**config.mk**
```make
export PLATFORM = sky130hd
export DESIGN_NAME = fetch_queue
export DESIGN_NICKNAME = d
export VERILOG_FILES = /design/src/rtl/fetch_queue.sv
export SDC_FILE = /design/constraint.sdc
export NUM_CORES = 1
export LEC_CHECK = 0
export ABC_AREA = 1
export BUFFER_PORTS_ARGS = -buffer_cell sky130_fd_sc_hd__buf_2
export CORE_ASPECT_RATIO = 0.9
export CORE_MARGIN = 8
export CORE_UTILIZATION = 40
export CTS_CLUSTER_SIZE = 8
export DETAILED_ROUTE_END_ITERATION = 16
export SLEW_MARGIN = 20
export SYNTH_ARGS = -nofsm -noshare
export SYNTH_HDL_FRONTEND = slang
export SYNTH_SLANG_ARGS = --single-unit
```
**constraint.sdc**
```tcl
create_clock -name Clk -period 9.31 [get_ports Clk]
set_input_delay 0 -clock Clk [delete_from_list [all_inputs] [get_ports Clk]]
set_output_delay 0 -clock Clk [all_outputs]
set_load 0.02 [all_outputs]
```
**src/rtl/fetch_queue.sv**
```systemverilog
// -----------------------------------------------------------------------------
// fetch_queue
//   Fetch-side buffer sitting directly after the program counter. Each valid
//   cycle captures the {PC, instruction} pair into a DEPTH-entry FIFO and
//   presents the oldest entry to decode through a valid/ready handshake.
//   PCWrite back-pressures the PC while the queue is full, and Flush discards
//   every queued (wrong-path) entry.
//
// Parameters
//   DEPTH  queue entries (power of two, >= 2)
//   AW     pointer width, log2(DEPTH)
//
// Ports
//   Clk          in   rising-edge clock
//   Reset        in   asynchronous reset, active low
//   PCResult     in   [31:0] current PC
//   Instruction  in   [31:0] instruction memory data for PCResult
//   FetchValid   in   PCResult/Instruction pair valid this cycle
//   Flush        in   redirect: drop all queued entries and this cycle's pair
//   PCWrite      out  PC may advance/load this cycle
//   DecValid     out  head entry valid for decode
//   DecReady     in   decode accepts the head entry
//   DecPC        out  [31:0] PC of head entry (0 when empty)
//   DecInstr     out  [31:0] instruction of head entry (0 when empty)
//   StallCount   out  [31:0] saturating count of cycles fetch was blocked by a
//                     full queue; present only when FETCH_QUEUE_STATS_EN is
//                     defined
//
// Build option
//   FETCH_QUEUE_STATS_EN  adds the StallCount port and its counter.
// -----------------------------------------------------------------------------
module fetch_queue #(
  parameter int DEPTH = 4,
  parameter int AW    = 2
) (
  input  logic        Clk,
  input  logic        Reset,
  input  logic [31:0] PCResult,
  input  logic [31:0] Instruction,
  input  logic        FetchValid,
  input  logic        Flush,
  output logic        PCWrite,
  output logic        DecValid,
  input  logic        DecReady,
  output logic [31:0] DecPC,
  output logic [31:0] DecInstr
`ifdef FETCH_QUEUE_STATS_EN
  ,
  output logic [31:0] StallCount
`endif
);

  localparam logic [AW:0] DEPTH_C = (AW+1)'(DEPTH);

  logic [63:0]   storage [DEPTH];

  logic [AW-1:0] wr_ptr_reg, wr_ptr_next;
  logic [AW-1:0] rd_ptr_reg, rd_ptr_next;
  logic [AW:0]   count_reg,  count_next;

  logic full, empty, push, pop;

  always_comb begin
    full  = (count_reg == DEPTH_C);
    empty = (count_reg == '0);
    // Push is gated by the registered full flag only, so a same-cycle pop
    // never frees a slot for the pair on the input: keeps DecReady out of
    // the PCWrite path.
    push  = FetchValid & ~full & ~Flush;
    pop   = ~empty & DecReady & ~Flush;

    PCWrite  = ~full | Flush;
    DecValid = ~empty;
    DecPC    = '0;
    DecInstr = '0;
    if (!empty) begin
      {DecPC, DecInstr} = storage[rd_ptr_reg];
    end

    wr_ptr_next = wr_ptr_reg;
    rd_ptr_next = rd_ptr_reg;
    count_next  = count_reg;
    if (Flush) begin
      wr_ptr_next = '0;
      rd_ptr_next = '0;
      count_next  = '0;
    end else begin
      if (push) wr_ptr_next = wr_ptr_reg + 1'b1;
      if (pop)  rd_ptr_next = rd_ptr_reg + 1'b1;
      if (push && !pop)      count_next = count_reg + 1'b1;
      else if (pop && !push) count_next = count_reg - 1'b1;
    end
  end

  always_ff @(posedge Clk or negedge Reset) begin
    if (!Reset) begin
      wr_ptr_reg <= '0;
      rd_ptr_reg <= '0;
      count_reg  <= '0;
    end else begin
      wr_ptr_reg <= wr_ptr_next;
      rd_ptr_reg <= rd_ptr_next;
      count_reg  <= count_next;
    end
  end

  // Payload storage is not reset; count/empty gate what decode sees.
  always_ff @(posedge Clk) begin
    if (push) begin
      storage[wr_ptr_reg] <= {PCResult, Instruction};
    end
  end

`ifdef FETCH_QUEUE_STATS_EN
  logic [31:0] stall_reg;

  // Flush does not clear the statistic; only Reset does.
  always_ff @(posedge Clk or negedge Reset) begin
    if (!Reset) begin
      stall_reg <= '0;
    end else if (FetchValid && full && !Flush && (stall_reg != 32'hFFFF_FFFF)) begin
      stall_reg <= stall_reg + 32'd1;
    end
  end

  assign StallCount = stall_reg;
`endif

endmodule

```
==> results of run 1 <==
[area by class of cell]
class                      instances  share of cell area, %
multi-input combinational        492                   16.9
sequential                       263                   60.0
inverter                          18                  0.525
tap                              348                   3.32
antenna                            1                 0.0191
timing repair buffer             215                   11.1
clock buffer                      49                   8.06
[worst max-delay path, cell delays in order, from the launching register on]
cell	delay, ns
dfrtp_4	0.85
clkinv_2	0.49
buf_4	0.57
o21ai_0	0.47
a21oi_1	0.12
buf_2	0.20
[cells in the mapped netlist]
library cell / instances
dfrtp_1: 7
edfxtp_1: 256
clkbuf_1: 11
inv_2: 2
o21ai_0: 130
buf_4: 14
buf_6: 2
inv_1: 16
a21oi_1: 68
xor2_1: 1
o21ai_1: 1
fa_1: 1
buf_2: 15
nand3_2: 1
nor2_1: 261
nand2_2: 1
a21oi_2: 1
nand3_1: 4
nand3b_1: 1
nand2_1: 16
ha_1: 4
buf_1: 6
nor2_4: 1
nand2_4: 1
[final timing paths]
path | startpoint | to | slack, ns | cells after the start
worst max-delay path | rd_ptr_reg[0] | DecInstr[28] | 6.09 | 5
worst min-delay path | PCResult[10] | storage[1][42] | 0.25 | 2
worst max register to register | rd_ptr_reg[0] | rd_ptr_reg[0] | 6.49 | 4
worst min register to register | count_reg[0] | count_reg[0] | 0.59 | 2
max in group asynchronous | Reset | rd_ptr_reg[0] | 8.56 | 3
min in group asynchronous | Reset | count_reg[0] | 0.47 | 3
[kinds of logic after synthesis]
group	count (synthesis)	synth area share, %
xor+xnor	1	0.0843
flops	263	75.7
fa+ha+maj	5	0.675
compound gates	200	9.67
buf+inv	66	3.22
simple gates	286	10.6
[routing by layer]
layer  vias to the layer above  track usage, %
met5                         -               0
met2                       156            25.1
met1                      3238            19.8
li1                       3306               -
met3                        51            3.58
met4                         0            5.07
[stage by stage]
step	instances	area [um^2]	utilization, %	total power, mW	setup WS [ns]
floorplan	821	10400	-	2.22	5.28
global placement	1264	11300	43.9	2.60	6.62
detailed placement	1264	11300	43.9	2.60	6.59
CTS	1385	13100	50.8	3.87	6.05
global route	1386	13100	50.8	4.03	5.85
finish	1386	13100	50.8	3.82	6.09
[timing repair]
action / CTS / global route
hold buffers: 72 / 0
resized for setup: 0 / 0
hold endpoints to repair: 270 / 0
[power groups by stage]
| stage | registers, mW | clock network [mW] | logic, mW |
|---|---|---|---|
| floorplan | 1.43 | 0 | 0.788 |
| global placement | 1.46 | 0 | 1.14 |
| detailed placement | 1.46 | 0 | 1.15 |
| CTS | 1.44 | 1.25 | 1.18 |
| global route | 1.45 | 1.30 | 1.28 |
| finish | 1.44 | 1.23 | 1.16 |
==> metrics, run 1 <==
Clk pwr share=between 30% and 40%; initial antenna violation count=1; Required @ worst endpoint=9.31 ns; largest area contributor in the netlist=edfxtp_1; sw frac=34.7%; detailed-route via count=6751; WL met2=11300 um; synthesized area per cell=12.7 um^2; WL/cell=17.2 um; routed vias/inst=4.87; Pleak=4.81 nW; NumNets Final=1102; most frequent cells in the layout=257 x nor2_1, 256 x edfxtp_1, 134 x buf_2; Crit Path Category=flop to primary output; register area=7870 um^2; number of remaining DRC errors=0; Worst setup SP type=flop; first-pass GRT wire length=37900 um; max-slew violations=0; crit end category=primary output; largest cells by area after synthesis=edfxtp_1 74%, nor2_1 9.4%, o21ai_0 6.3%; Num Clock Sinks=263; drt first-iter violations=361; final period utilization=between 30% and 40%; synthesized flop and latch total=263; Internal=2.49 mW; root buf cell=clkbuf_16; Clock Tree Buf Depth=3; DPL Wire Length=12700 um; Crit path arrival time=3.22 ns; synthesized net count=about 900; Remaining Overflow, GRT=0; worst vdd ir=0.217 mV; die area=31400 um^2; share of the synthesized area in the top cell type=between 70 and 80%; outcome=complete, no violations; die height=169 um; final hold slack=0.252 ns; DR WL met3=1280 um; Metal-1 WL=10800 um; total number of H-tree levels=2; drt first pass iters=4; RSZ-0062 raised after global routing=no; Layout fillers=roughly 2300; Power Dens Cells=between 200 and 300 nW/um^2; Fin Setup TNS=0 ns; crit path max fanout=105; P&R area growth vs syn=26.2%; post-synthesis instance area=just over 10000 um^2; postcts setup bufs=0; Clk Latency, worst-skew pair=roughly 0.5 ns; Layout Skew=slightly above 0.007 ns; Max Cap Violations=0; row count=56; most common cell after layout, fill and taps aside=nor2_1; CTS tree=done; Top Ports=135; Port Buffers=134; vias in the first global route=6980; YS warnings=0; sequential share of the synthesized area=75.7%; Max-slew headroom=between 30% and 40%; combinational share of power=30.3%; clock-pin slew on the worst setup and hold paths=0.05 ns; Largest register FFs=256; Reg power frac=37.6%; Die Wd=186 um; final worst path period need=between 3 and 4 ns; Multi-input gate area=approximately 2200 um^2; RD Place Congestion=0.723; fmax=just over 300 MHz; Core Area=roughly 26000 um^2; Num CTS Buffers=38; Final ANT Viol Nets=0; starting density of the core=40.3%; worst-margin pin slew=1.02 ns; share of layout cells above drive strength 1=19.1%; Netlist cell types=24; Sw Pwr=1.33 mW; Mapped Cells=slightly above 800; endpoints failing hold=0; Tightest Hold Check Type=input pin to flop; final setup fails=0; uppermost routed layer=met4; Routed WL=about 24000 um; largest net degree at the start of global routing=106; All-Layer GR Usage=15.3%
No activity file was read; power rests on OpenSTA's default activity.
==> run 2, diff against run 1 <==
- ABC_AREA: 1 -> 0
- clock period: 9.31 -> 2.8 ns (I/O delays scaled with it)
==> run 2 against run 1 <==
Net effect:
- register-to-register slack worse by 6.2 ns
- sequential cell count stayed put
- setup slack got worse by 5.8 ns
- cell area shrank 0.46%
- non-clock buffer count fell by 3
- first-iteration DRC count fell by 18%
==> metrics, run 2 <==
outcome=complete, no violations (unchanged); starting density of the core=40.7% (was 40.3%); largest net degree at the start of global routing=66 (was 106); Buf/Inv on CP=0 (was 3); crit end category=flop (was primary output); Layout Skew=0.0148 ns (was 0.00719 ns); clock-pin slew on the worst setup and hold paths=0.05 ns (about the same); Die Wd=184 um (was 186 um); postcts setup bufs=0 (unchanged); Num Clock Sinks=263 (unchanged); die area=30900 um^2 (was 31400 um^2); YS warnings=0 (unchanged); final setup fails=0 (unchanged); Top Ports=135 (unchanged); total number of H-tree levels=2 (unchanged); Num CTS Buffers=38 (unchanged); reg2reg end=count_reg[2] (was rd_ptr_reg[0]); routed vias/inst=4.93 (was 4.87); number of remaining DRC errors=0 (unchanged); CP max stage cell=dfrtp_1 (was dfrtp_4); Fin Setup TNS=0 ns (unchanged); Core Area=25100 um^2 (was 25800 um^2); P&R area growth vs syn=27.7% (was 26.2%); Remaining Overflow, GRT=0 (unchanged); post-synthesis instance area=10200 um^2 (was 10400 um^2); max-slew violations=0 (unchanged); worst reg2reg setup slack=0.28 ns (was 6.49 ns); drt first pass iters=4 (unchanged); RD Place Congestion=0.700 (was 0.723); synthesized net count=543 (was 895); largest area contributor in the netlist=edfxtp_1 (unchanged); fmax=397 MHz; most frequent cells in the layout=256 x edfxtp_1, 134 x buf_2, 70 x dlygate4sd3_1 (was 257 x nor2_1, 256 x edfxtp_1, 134 x buf_2); EDFF count, synth=256 (unchanged); crit path max fanout=10 (was 105); first-pass GRT wire length=33100 um (was 37900 um); Netlist cell types=32 (was 24); vias in the first global route=5801 (was 6980); die height=168 um (was 169 um); Clock Tree Buf Depth=3 (unchanged); share of layout cells above drive strength 1=36.7% (was 19.1%); post-synthesis async set-or-reset flop share=2.66% (unchanged); worst hold path endpoint=storage[2][62] (was storage[1][42]); endpoints failing hold=0 (unchanged); Max-slew headroom=55.0% (was 32.1%); synthesized area per cell=21.8 um^2 (was 12.7 um^2); largest cells by area after synthesis=edfxtp_1 75%, mux4_2 14%, and2_1 4.2% (was edfxtp_1 74%, nor2_1 9.4%, o21ai_0 6.3%); RSZ-0062 raised after global routing=no (unchanged); crit-path cells=nor3b_1 -> nor3_1 -> and2_1 -> fa_1 -> and3b_1 -> a21o_1 -> a211oi_1 (was clkinv_2 -> buf_4 -> o21ai_0 -> a21oi_1 -> buf_2); drt first-iter violations=295 (was 361); reg-to-reg startpoint=count_reg[0] (was rd_ptr_reg[0]); CTS tree=done (unchanged); most frequent cell after synthesis=edfxtp_1 (was nor2_1); row count=55 (was 56); Worst setup SP type=flop (unchanged); Largest register FFs=256 (unchanged); final worst path period need=2.52 ns; n_diodes=0 (was 1); worst-margin pin slew=0.676 ns (was 1.02 ns); Top delay family on crit path=simple AND/OR/NAND/NOR gates (was buffers and inverters); final core occ=52.0% (was 50.8%); Crit path arrival time=2.90 ns (was 3.22 ns); most common cell after layout, fill and taps aside=edfxtp_1 (was nor2_1); detailed-route via count=5155 (was 6751); Main synth FF type=edfxtp_1 (unchanged); Final ANT Viol Nets=0 (unchanged); Routed WL=21100 um (was 23900 um); NumNets Final=768 (was 1102); synthesized flop and latch total=263 (unchanged); Crit Path Category=flop to flop (was flop to primary output); WL/cell=20.2 um (was 17.2 um); path depth of the worst reg2reg path=7 (was 4); Max stage delay on crit path=0.47 ns (was 0.85 ns); Mapped Cells=469 (was 821); final hold slack=0.261 ns (was 0.252 ns); Tightest Hold Check Type=input pin to flop (unchanged); Clk Latency, worst-skew pair=0.49 ns (was 0.50 ns); worst vdd ir=0.327 mV (was 0.217 mV); All-Layer GR Usage=13.9% (was 15.3%); hold depth=2 (unchanged); Hold Startpoint=PCResult[30] (was PCResult[10]); Max Cap Violations=0 (unchanged); Required @ worst endpoint=3.19 ns (was 9.31 ns); Pleak=4.52 nW (was 4.81 nW); share of the synthesized area in the top cell type=75.3% (was 74.0%); DPL Wire Length=12100 um (was 12700 um); initial antenna violation count=0 (was 1); Power Dens Cells=917 nW/um^2 (was 291 nW/um^2); root buf cell=clkbuf_16 (unchanged); synth cell count leaders=256 x edfxtp_1, 69 x and2_1, 64 x mux4_2, 11 x buf_2, 10 x clkbuf_1 (was 261 x nor2_1, 256 x edfxtp_1, 130 x o21ai_0, 68 x a21oi_1); sequential share of the synthesized area=77.0% (was 75.7%); final period utilization=89.9%; Port Buffers=134 (unchanged)
[run 2: through the flow]
stage                     instance area, um^2  setup WS (ns)  std cells  power, mW
after floorplan                         10200          0.601        469       7.01
after global placement                  11300          0.525        926       8.06
after detailed placement                11300          0.365        926       8.12
after CTS                               13000          0.207       1045       12.2
after global routing                    13000          0.145       1045       12.5
final                                   13000          0.284       1045       12.0
[run 2: metal layers]
metal | up-vias | part of all wire [%] | global-route usage (%)
met4 | 0 | 1.5 | 3.89
li1 | 2333 | - | -
met5 | - | 0 | 0
met1 | 2650 | 43 | 17.7
met3 | 25 | 6.0 | 3.55
met2 | 147 | 49 | 23.2
[run 2: cells by family after synthesis]
logic type      Yosys count  share of synthesized area (%)
flops                   263                           77.0
simple gates             86                           5.07
buf+inv                  33                           1.73
xor+xnor                  2                          0.172
mux                      67                           14.4
compound gates           13                          0.943
fa+ha+maj                 5                          0.686
[run 2: report_power, final]
group	leakage [nW]	internal, mW	total, mW	switching [mW]
Clock	0.496	2.48	3.92	1.44
Combinational	1.61	1.45	3.31	1.86
Sequential	2.41	4.56	4.73	0.176
[run 2: worst max-delay path by stage]
stage,start,to,slack [ns],cells after the start
detailed placement,count_reg[0],count_reg[2],0.37,7
CTS,count_reg[0],DecPC[0],0.21,3
global route,count_reg[0],count_reg[2],0.15,7
finish,count_reg[0],count_reg[2],0.28,7
floorplan,count_reg[2],storage[0][0],0.60,4
global placement,count_reg[0],count_reg[2],0.53,7
[run 2: worst reg2reg max path, stage by stage, from the launching register on]
cell and delay [ns]:
dfrtp_1 0.47, nor3b_1 0.46, nor3_1 0.19, and2_1 0.20
fa_1 0.43, and3b_1 0.24, a21o_1 0.17, a211oi_1 0.27
[run 2: area by class of cell]
| cell class | count | area (um^2) |
|---|---|---|
| clock inverters | 1 | 8.76 |
| repair buffers | 212 | 1520 |
| inverters | 6 | 22.5 |
| fillers | 2006 | 12100 |
| clock buffers | 48 | 1010 |
| well taps | 342 | 428 |
| multi-input cells | 173 | 2190 |
| flip-flops and latches | 263 | 7870 |
[run 2: what timing repair did]
action	in CTS	in global routing
endpoints found under the hold margin	270	0
hold buffers	70	0
setup endpoints to repair	0	0
gates resized for setup	0	0
==> run 3, diff against run 2 <==
- PLACE_DENSITY: default -> 0.63
==> run 3 against run 2 <==
Net effect:
- die area unchanged
- cell area up 0.36%
- sequential cell count unchanged
- critical path depth unchanged
- register-to-register slack better by 0.05 ns
- critical path type unchanged
- critical endpoint unchanged
- largest cell class unchanged
==> metrics, run 3 (same netlist as run 2, synthesis figures left out) <==
Max Cap Violations=0 (unchanged); final worst path period need=2.46 ns (was 2.52 ns); first-pass GRT wire length=32600 um (was 33100 um); final setup fails=0 (unchanged); die height=168 um (unchanged); final period utilization=88.0% (was 89.9%); Clk pwr share=33.2% (was 32.8%); Crit Path Category=flop to flop (unchanged); P&R area growth vs syn=28.2% (was 27.7%); routed vias/inst=4.96 (was 4.93); Sw Pwr=3.48 mW (about the same); Critical path origin=count_reg[0] (unchanged); Layout fillers=2005 (was 2006); Die Wd=184 um (unchanged); postcts setup bufs=0 (unchanged); combinational share of power=27.8% (was 27.6%); number of remaining DRC errors=0 (unchanged); root buf cell=clkbuf_16 (unchanged); sw frac=29.0% (was 29.1%); WL/cell=19.7 um (was 20.2 um); Remaining Overflow, GRT=0 (unchanged); largest net degree at the start of global routing=66 (unchanged); most frequent cells in the layout=256 x edfxtp_1, 134 x buf_2, 70 x dlygate4sd3_1 (unchanged); Final ANT Viol Nets=0 (unchanged); Required @ worst endpoint=3.19 ns (about the same); share of layout cells above drive strength 1=36.7% (about the same); Clk Latency, worst-skew pair=0.49 ns (about the same); worst vdd ir=0.556 mV (was 0.327 mV); RSZ-0062 raised after global routing=no (unchanged); Tightest Hold Check Type=input pin to flop (unchanged); DPL Wire Length=11900 um (was 12100 um); CTS tree=done (unchanged); Max stage delay on crit path=0.47 ns (about the same); Max-slew headroom=52.7% (was 55.0%); drt first-iter violations=322 (was 295); RD Place Congestion=0.750 (was 0.700); crit end category=flop (unchanged); outcome=complete, no violations (unchanged); Place WS=0.391 ns (was 0.365 ns); Reg power frac=39.0% (was 39.6%); CP max stage cell=dfrtp_1 (unchanged); crit-path cells=nor3b_1 -> nor3_1 -> and2_1 -> fa_1 -> and3b_1 -> a21o_1 -> a211oi_1 (unchanged); worst-margin pin slew=0.709 ns (was 0.676 ns); setup ws final=0.336 ns (was 0.284 ns); most common cell after layout, fill and taps aside=edfxtp_1 (unchanged); fmax=406 MHz (was 397 MHz); Num Clock Sinks=263 (unchanged); Core Area=25100 um^2 (unchanged); Internal=8.50 mW (was 8.48 mW); total number of H-tree levels=2 (unchanged); vias in the first global route=6001 (was 5801); drt first pass iters=4 (unchanged); Num CTS Buffers=38 (unchanged); Routed WL=20800 um (was 21100 um); die area=30900 um^2 (unchanged); initial antenna violation count=0 (unchanged); Fin Setup TNS=0 ns (unchanged); crit path max fanout=10 (unchanged); post-cts resize count=0 (unchanged); fin area=13100 um^2 (was 13000 um^2); NumNets Final=771 (was 768); All-Layer GR Usage=13.5% (was 13.9%); Layout Skew=0.0131 ns (was 0.0148 ns); starting density of the core=40.7% (unchanged); max-slew violations=0 (unchanged); Largest register FFs=256 (unchanged); Worst setup SP type=flop (unchanged); Pleak=4.54 nW (was 4.52 nW); Power Dens Cells=915 nW/um^2 (was 917 nW/um^2); Port Buffers=134 (unchanged); reg-to-reg startpoint=count_reg[0] (unchanged); row count=55 (unchanged); endpoints failing hold=0 (unchanged); Placed Area=11400 um^2 (was 11300 um^2); detailed-route via count=5232 (was 5155); clock-pin slew on the worst setup and hold paths=0.05 ns (about the same); Hold Startpoint=Instruction[12] (was PCResult[30]); Crit path arrival time=2.86 ns (was 2.90 ns); Clock Tree Buf Depth=3 (unchanged); Top Ports=135 (unchanged)
run 3: layout make-up:
| type | instances | area (um^2) | share of cell area [%] |
|---|---|---|---|
| Inverter | 6 | 22.5 | 0.172 |
| Multi-Input combinational cell | 173 | 2190 | 16.7 |
| Sequential cell | 263 | 7870 | 60.1 |
| Tap cell | 342 | 428 | 3.27 |
| Timing Repair Buffer | 215 | 1540 | 11.8 |
| Clock inverter | 1 | 8.76 | 0.0669 |
| Clock buffer | 54 | 1030 | 7.88 |
| Antenna cell | 1 | 2.50 | 0.0191 |
run 3: per-layer routing:
layer,vias up,GRT usage [%],wire (um)
met2,156,22.3,10000
li1,2346,-,-
met1,2685,17.3,9130
met3,45,3.18,1170
met5,-,0,0
met4,0,4.66,434
run 3: worst paths after layout:
path	cells after the start	slack, ns	end
worst max-delay path	7	0.34	count_reg[2]
worst min-delay path	2	0.25	storage[1][12]
worst max register to register	7	0.34	count_reg[2]
worst min register to register	2	0.60	wr_ptr_reg[1]
max in group asynchronous	3	2.04	rd_ptr_reg[0]
min in group asynchronous	3	0.48	wr_ptr_reg[0]
run 3: critical path: cells and delay by family, from the launching register on:
| family | cells | cell delay [ns] |
|---|---|---|
| and+or+nand+nor | 4 | 1.07 |
| adders and majority gates | 1 | 0.42 |
| DFF | 1 | 0.47 |
| AOI/OAI and AO/OA | 2 | 0.40 |
run 3: per-stage QoR:
stage	std cells	utilization [%]	power [mW]	hold slack, ns
6_report	1055	52.1	12.0	0.252
5_1_grt	1054	52.1	12.6	0.243
4_1_cts	1054	52.1	12.2	0.229
3_5_place_dp	929	45.2	8.08	-0.157
3_3_place_gp	929	45.2	8.02	-0.160
2_1_floorplan	469	-	7.01	-0.296
run 3: power by group through the flow:
| stage | registers (mW) | clock network (mW) | logic (mW) |
|---|---|---|---|
| final | 4.68 | 3.98 | 3.33 |
| after global routing | 4.69 | 4.26 | 3.61 |
| after CTS | 4.68 | 4.10 | 3.42 |
| after detailed placement | 4.75 | 0 | 3.33 |
| after global placement | 4.73 | 0 | 3.29 |
| after floorplan | 4.66 | 0 | 2.35 |
run 3: repair_timing:
item | 4_1_cts | 5_1_grt
hold buffers | 70 | 0
endpoints found under the hold margin | 270 | 0
setup endpoints to repair | 0 | 0
